<file path="config.mk">
export PLATFORM = sky130hd
export DESIGN_NAME = mem_stage_lsu
export DESIGN_NICKNAME = d
export VERILOG_FILES = /design/src/rtl/mem_stage_lsu.sv
export SDC_FILE = /design/constraint.sdc
export NUM_CORES = 1
export LEC_CHECK = 0
export ABC_CLOCK_PERIOD_IN_PS = 1950
export BUFFER_PORTS_ARGS = -buffer_cell sky130_fd_sc_hd__buf_2
export CORE_ASPECT_RATIO = 0.6
export CORE_UTILIZATION = 35
export CTS_CLUSTER_DIAMETER = 120
export CTS_CLUSTER_SIZE = 30
export DETAILED_ROUTE_END_ITERATION = 12
export HOLD_SLACK_MARGIN = 0.02
export PLACE_DENSITY_LB_ADDON = 0.1
export SLEW_MARGIN = 20
export SYNTH_ARGS = -nofsm -noshare
export SYNTH_HDL_FRONTEND = slang
export SYNTH_SLANG_ARGS = --single-unit
export TNS_END_PERCENT = 10
</file>
<file path="constraint.sdc">
create_clock -name clk -period 1.95 [get_ports clk]
set_input_delay 0.0975 -clock clk [delete_from_list [all_inputs] [get_ports clk]]
set_output_delay 0.0975 -clock clk [all_outputs]
set_load 0.03 [all_outputs]
</file>
<file path="src/rtl/mem_stage_lsu.sv">
// mem_stage_lsu: EX/MEM register, req/ack load/store unit with timeout, and MEM/WB register.
module mem_stage_lsu #(
  parameter int ACK_TIMEOUT = 255
) (
  input  logic        clk,
  input  logic        rst_n,
  input  logic        ex_valid,
  input  logic [31:0] ex_alu_result,
  input  logic [31:0] ex_store_data,
  input  logic        ex_dmem_wen,
  input  logic        ex_dmem_ren,
  input  logic [1:0]  ex_size,
  input  logic        ex_load_signed,
  input  logic        ex_reg_wen,
  input  logic [4:0]  ex_reg_waddr,
  output logic        mem_stall,
  output logic [31:0] mem_fwd_data,
  output logic        mem_reg_wen,
  output logic [4:0]  mem_reg_waddr,
  output logic        mem_dmem_ren,
  output logic        dmem_req,
  output logic        dmem_we,
  output logic [31:0] dmem_addr,
  output logic [3:0]  dmem_be,
  output logic [31:0] dmem_wdata,
  input  logic        dmem_ack,
  input  logic [31:0] dmem_rdata,
  output logic        wb_reg_wen,
  output logic [4:0]  wb_reg_waddr,
  output logic [31:0] wb_data,
  output logic        mem_misalign,
  output logic        mem_bus_err
);
  typedef enum logic {IDLE, WAIT} state_t;
  localparam logic [7:0] TIMEOUT = 8'(ACK_TIMEOUT);
  state_t state;
  logic [31:0] addr, storeData, laneData, loadData;
  logic [1:0] size;
  logic [7:0] waitCnt;
  logic memWen, loadSigned, misalignQ, busErrQ;
  logic exMemOp, exMisalign, timeout;
  always_comb begin
    exMemOp = ex_valid && (ex_dmem_wen || ex_dmem_ren);
    exMisalign = exMemOp && ((ex_size == 2'b01 && ex_alu_result[0]) ||
                             (ex_size[1] && ex_alu_result[1:0] != 2'b00));
    timeout = state == WAIT && !dmem_ack && waitCnt == TIMEOUT;
    mem_stall = state == WAIT && !dmem_ack && !timeout;
    dmem_req = state == WAIT;
    dmem_we = memWen;
    dmem_addr = {addr[31:2], 2'b00};
    dmem_be = size == 2'b00 ? 4'b0001 << addr[1:0] :
              size == 2'b01 ? 4'b0011 << addr[1:0] : 4'b1111;
    dmem_wdata = size == 2'b00 ? {4{storeData[7:0]}} :
                 size == 2'b01 ? {2{storeData[15:0]}} : storeData;
    laneData = dmem_rdata >> {addr[1:0], 3'b000};
    loadData = size == 2'b00 ? {{24{loadSigned && laneData[7]}}, laneData[7:0]} :
               size == 2'b01 ? {{16{loadSigned && laneData[15]}}, laneData[15:0]} : dmem_rdata;
    mem_fwd_data = addr;
    mem_misalign = misalignQ;
    mem_bus_err = busErrQ;
  end
  always_ff @(posedge clk or negedge rst_n) begin
    if (!rst_n) begin
      state <= IDLE;
      addr <= '0;
      storeData <= '0;
      size <= '0;
      loadSigned <= 1'b0;
      memWen <= 1'b0;
      mem_dmem_ren <= 1'b0;
      mem_reg_wen <= 1'b0;
      mem_reg_waddr <= '0;
      waitCnt <= '0;
      misalignQ <= 1'b0;
      busErrQ <= 1'b0;
      wb_reg_wen <= 1'b0;
      wb_reg_waddr <= '0;
      wb_data <= '0;
    end else begin
      if (!mem_stall) begin
        addr <= ex_alu_result;
        storeData <= ex_store_data;
        size <= ex_size;
        loadSigned <= ex_load_signed;
        memWen <= exMemOp && !exMisalign && ex_dmem_wen;
        mem_dmem_ren <= exMemOp && !exMisalign && ex_dmem_ren;
        mem_reg_wen <= ex_valid && ex_reg_wen && !exMisalign;
        mem_reg_waddr <= ex_reg_waddr;
        state <= exMemOp && !exMisalign ? WAIT : IDLE;
        wb_reg_waddr <= mem_reg_waddr;
        wb_data <= mem_dmem_ren ? loadData : addr;
      end
      // a timed-out access releases the stall but must not write back
      wb_reg_wen <= !mem_stall && !timeout && mem_reg_wen;
      misalignQ <= !mem_stall && exMisalign;
      busErrQ <= timeout;
      waitCnt <= mem_stall ? waitCnt + 8'd1 : 8'd0;
    end
  end
endmodule

</file>
==> impl_metrics.ini <==
[outcome]
status = finished, final reports clean

[die]
start_util_pct = 35.79
fp.dieW_um = 177.7
fp.dieH_um = 107.4
pin_count = 261
dieArea_um2 = 19090
rows = 38
core_area_um2 = 18110

[power_and_ir_drop]
power_leakage_nw = 4.806
netSwitchingFraction_pct = 36.31
powerDensity_nw_per_um2 = 938.2
intPower_mw = 5.531
power.clock.fraction_pct = 33.5
p_switching_mw = 3.153
power_frac_comb_pct = 30.5
ir_drop_mv = 0.6003
p_seq_share_pct = 36.0

[synthesis]
synth_edf_count = 0
yosysTopAreaCell = dfrtp_1
async_flop_share_pct = 100.0
yosys-top-cells-area = dfrtp_1 48%, nand2_1 16%, buf_4 4.6%
synth.avg_cell_area_um2 = 8.565
yosysSeqAreaShare_pct = 47.86
netlist.area_leader.share_pct = 47.86
synth-warning-count = 0
ys_types = 48
synthCells = 757
syn_area_um2 = 6484
synth_most_common_cell = nand2_1
synth_common_cells = 277 x nand2_1, 124 x dfrtp_1, 42 x a21oi_1
synth_ff_type = dfrtp_1
ys_ff_latch = 124

[place]
gp_congestion = 0.8280
hpwl_um = 15050
post-place-ws_ns = 0.07902
dp.cells = 1197
place_area_um2 = 7874
numPortBuffers = 258

[worst_setup_path]
critPathKind = reg2out
cp_slowest_cell = dfrtp_2
end_kind = primary output
cpPeakStageDelay_ns = 0.48
crit_buf_inv = 2
worstPathArrival_ns = 1.79
critPathLaunchType = flip-flop
critPathTopFamily = flip-flops
crit_chain = clkinv_2 > ha_1 > mux2i_1 > nand2_1 > buf_2
crit_required_ns = 1.85
cp_max_fo = 10

[sta]
clock_skew_ns = 0.01346
max_slew.worst_pin.slew_ns = 0.5225
rsz0062_at_grt = true
hold-worst-slack_ns = 0.03058
finalMaxSlewViolations = 0
fin_crit_ns = 1.883
finalWorstSetupSlack_ns = 0.06656
slew_headroom_pct = 65.17
fin_crit_sh_pct = 96.59
clock.fmax_mhz = 530.9
hold_viol = 0
setup_viol_count_final = 0

[detailed_routing]
vias = 6155
drc = 0
avgRoutedWirePerCell_um = 16.47
ant_nets = 0
dr.pass1.iters = 5
routed_wl_um = 21520
drt-initial-drc-count = 373
routed_via_density = 4.709

[clock_tree]
cts_made_buffers = 17
clk_latency_ns = 0.41
root_buffer = clkbuf_16
cts_buffer_depth = 2
cts.clk_slew.worst_paths_ns = 0.05
cts_tree = done
cts.htree.levels = 4
cts_sinks = 124

[finish]
synthToLayoutAreaGrowth_pct = 42.76
fin_cells = 1307
final_area_um2 = 9256
nNetsFinal = 1171
diodes = 0
layout-drive-gt1-share_pct = 34.21
final_util_pct = 51.10

[job]
drv_cap = 0

[hold_path]
hp-class = in2reg

[grt]
grt_start_max_net_pins = 83
grt_pass1_vias = 5939
overflow = 0
antenna_found_initial = 0
grt_pass1_wl_um = 33290
track_usage_pct = 22.91
[worst paths after layout]
kind / start / endpoint / slack, ns / depth (start not counted)
setup reg to reg: mem_fwd_data[0] / wb_data[25] / 0.10 / 5
min in group asynchronous: rst_n / mem_fwd_data[2] / 0.21 / 2
max in group asynchronous: rst_n / wb_data[4] / 1.02 / 3
hold / removal: dmem_rdata[17] / wb_data[17] / 0.03 / 3
hold reg to reg: storeData[16] / storeData[16] / 0.46 / 2
setup / recovery: mem_fwd_data[1] / dmem_be[2] / 0.07 / 5
[power groups by stage]
stage | Clock [mW] | Combinational [mW] | Sequential, mW
6_report | 2.91 | 2.65 | 3.12
5_1_grt | 3.10 | 2.85 | 3.17
4_1_cts | 2.98 | 2.65 | 3.12
3_5_place_dp | 0 | 2.51 | 3.16
3_3_place_gp | 0 | 2.51 | 3.16
2_1_floorplan | 0 | 1.28 | 3.55
[worst register-to-register path, delay by kind of cell (launching register included)]
kind	cells	cell delay, ns
multiplexers	1	0.54
flip-flops	1	0.45
AO/OA/AOI/OAI	2	0.30
AND/OR/NAND/NOR	1	0.25
buffers and inverters	1	0.17
[logic make-up (layout without fill, tap and decap cells)]
group	after synthesis	count (layout)	share of synthesized area (%)
adder cells (fa/ha/maj)	5	5	0.9649
XOR/XNOR	5	5	0.6754
buffers and inverters	97	406	8.607
multiplexers	37	37	6.079
other	1	2	0.05784
AO/OA/AOI/OAI	121	121	11.83
AND/OR/NAND/NOR	367	367	23.93
flip-flops	124	124	47.86
[state kept, by name (all words and copies together) (netlist names), 2 cells and up]
| register | flops |
|---|---|
| waitCnt | 8 |
| wb_reg_waddr | 5 |
| storeData | 32 |
| mem_fwd_data | 32 |
| wb_data | 32 |
| mem_reg_waddr | 5 |
| size | 2 |
[what timing repair did]
item,in CTS,in global routing
resized for setup,6,5
pin swaps,1,0
hold endpoints to repair,124,0
hold buffers,77,0
endpoints found under the setup margin,12,20
buffers inserted,1,0
cloned,1,0
[per-layer routing]
layer  share of wire, %  vias to the layer above  routed length (um)  track usage (%)
met5                  0                        -                   0                0
met4               0.67                        0                 144            4.212
met3                6.5                       13                1396            5.085
met2                 42                      216                9046            33.09
met1                 51                     2875               10940            34.77
li1                   -                     3051                   -                -
[cell usage in the layout (no fill, tap or decap), drive strengths merged, types with 13 or more instances in the layout]
| cell type | count |
|---|---|
| buf | 289 |
| nand2 | 277 |
| clkbuf | 19 |
| mux2i | 27 |
| a21oi | 42 |
| nand2b | 13 |
| o21ai | 31 |
| nor2 | 24 |
| dlygate4sd3 | 77 |
| or2 | 19 |
| dfrtp | 124 |
[per-stage QoR]
stage	setup TNS (ns)	total power, mW
global route	-0.001505	9.126
detailed placement	0	5.668
global placement	0	5.670
CTS	0	8.758
floorplan	0	4.832
finish	0	8.684
[final cells by class]
| cell class | instances | area, um2 |
|---|---|---|
| Fill cell | 1759 | 8859 |
| Tap cell | 240 | 300.3 |
| Inverter | 8 | 36.28 |
| Clock inverter | 12 | 101.3 |
| Sequential cell | 124 | 3107 |
| Timing Repair Buffer | 367 | 2434 |
| Multi-Input combinational cell | 537 | 2845 |
| Clock buffer | 19 | 432.9 |
Note: power is estimated with default switching activity, not from simulation.
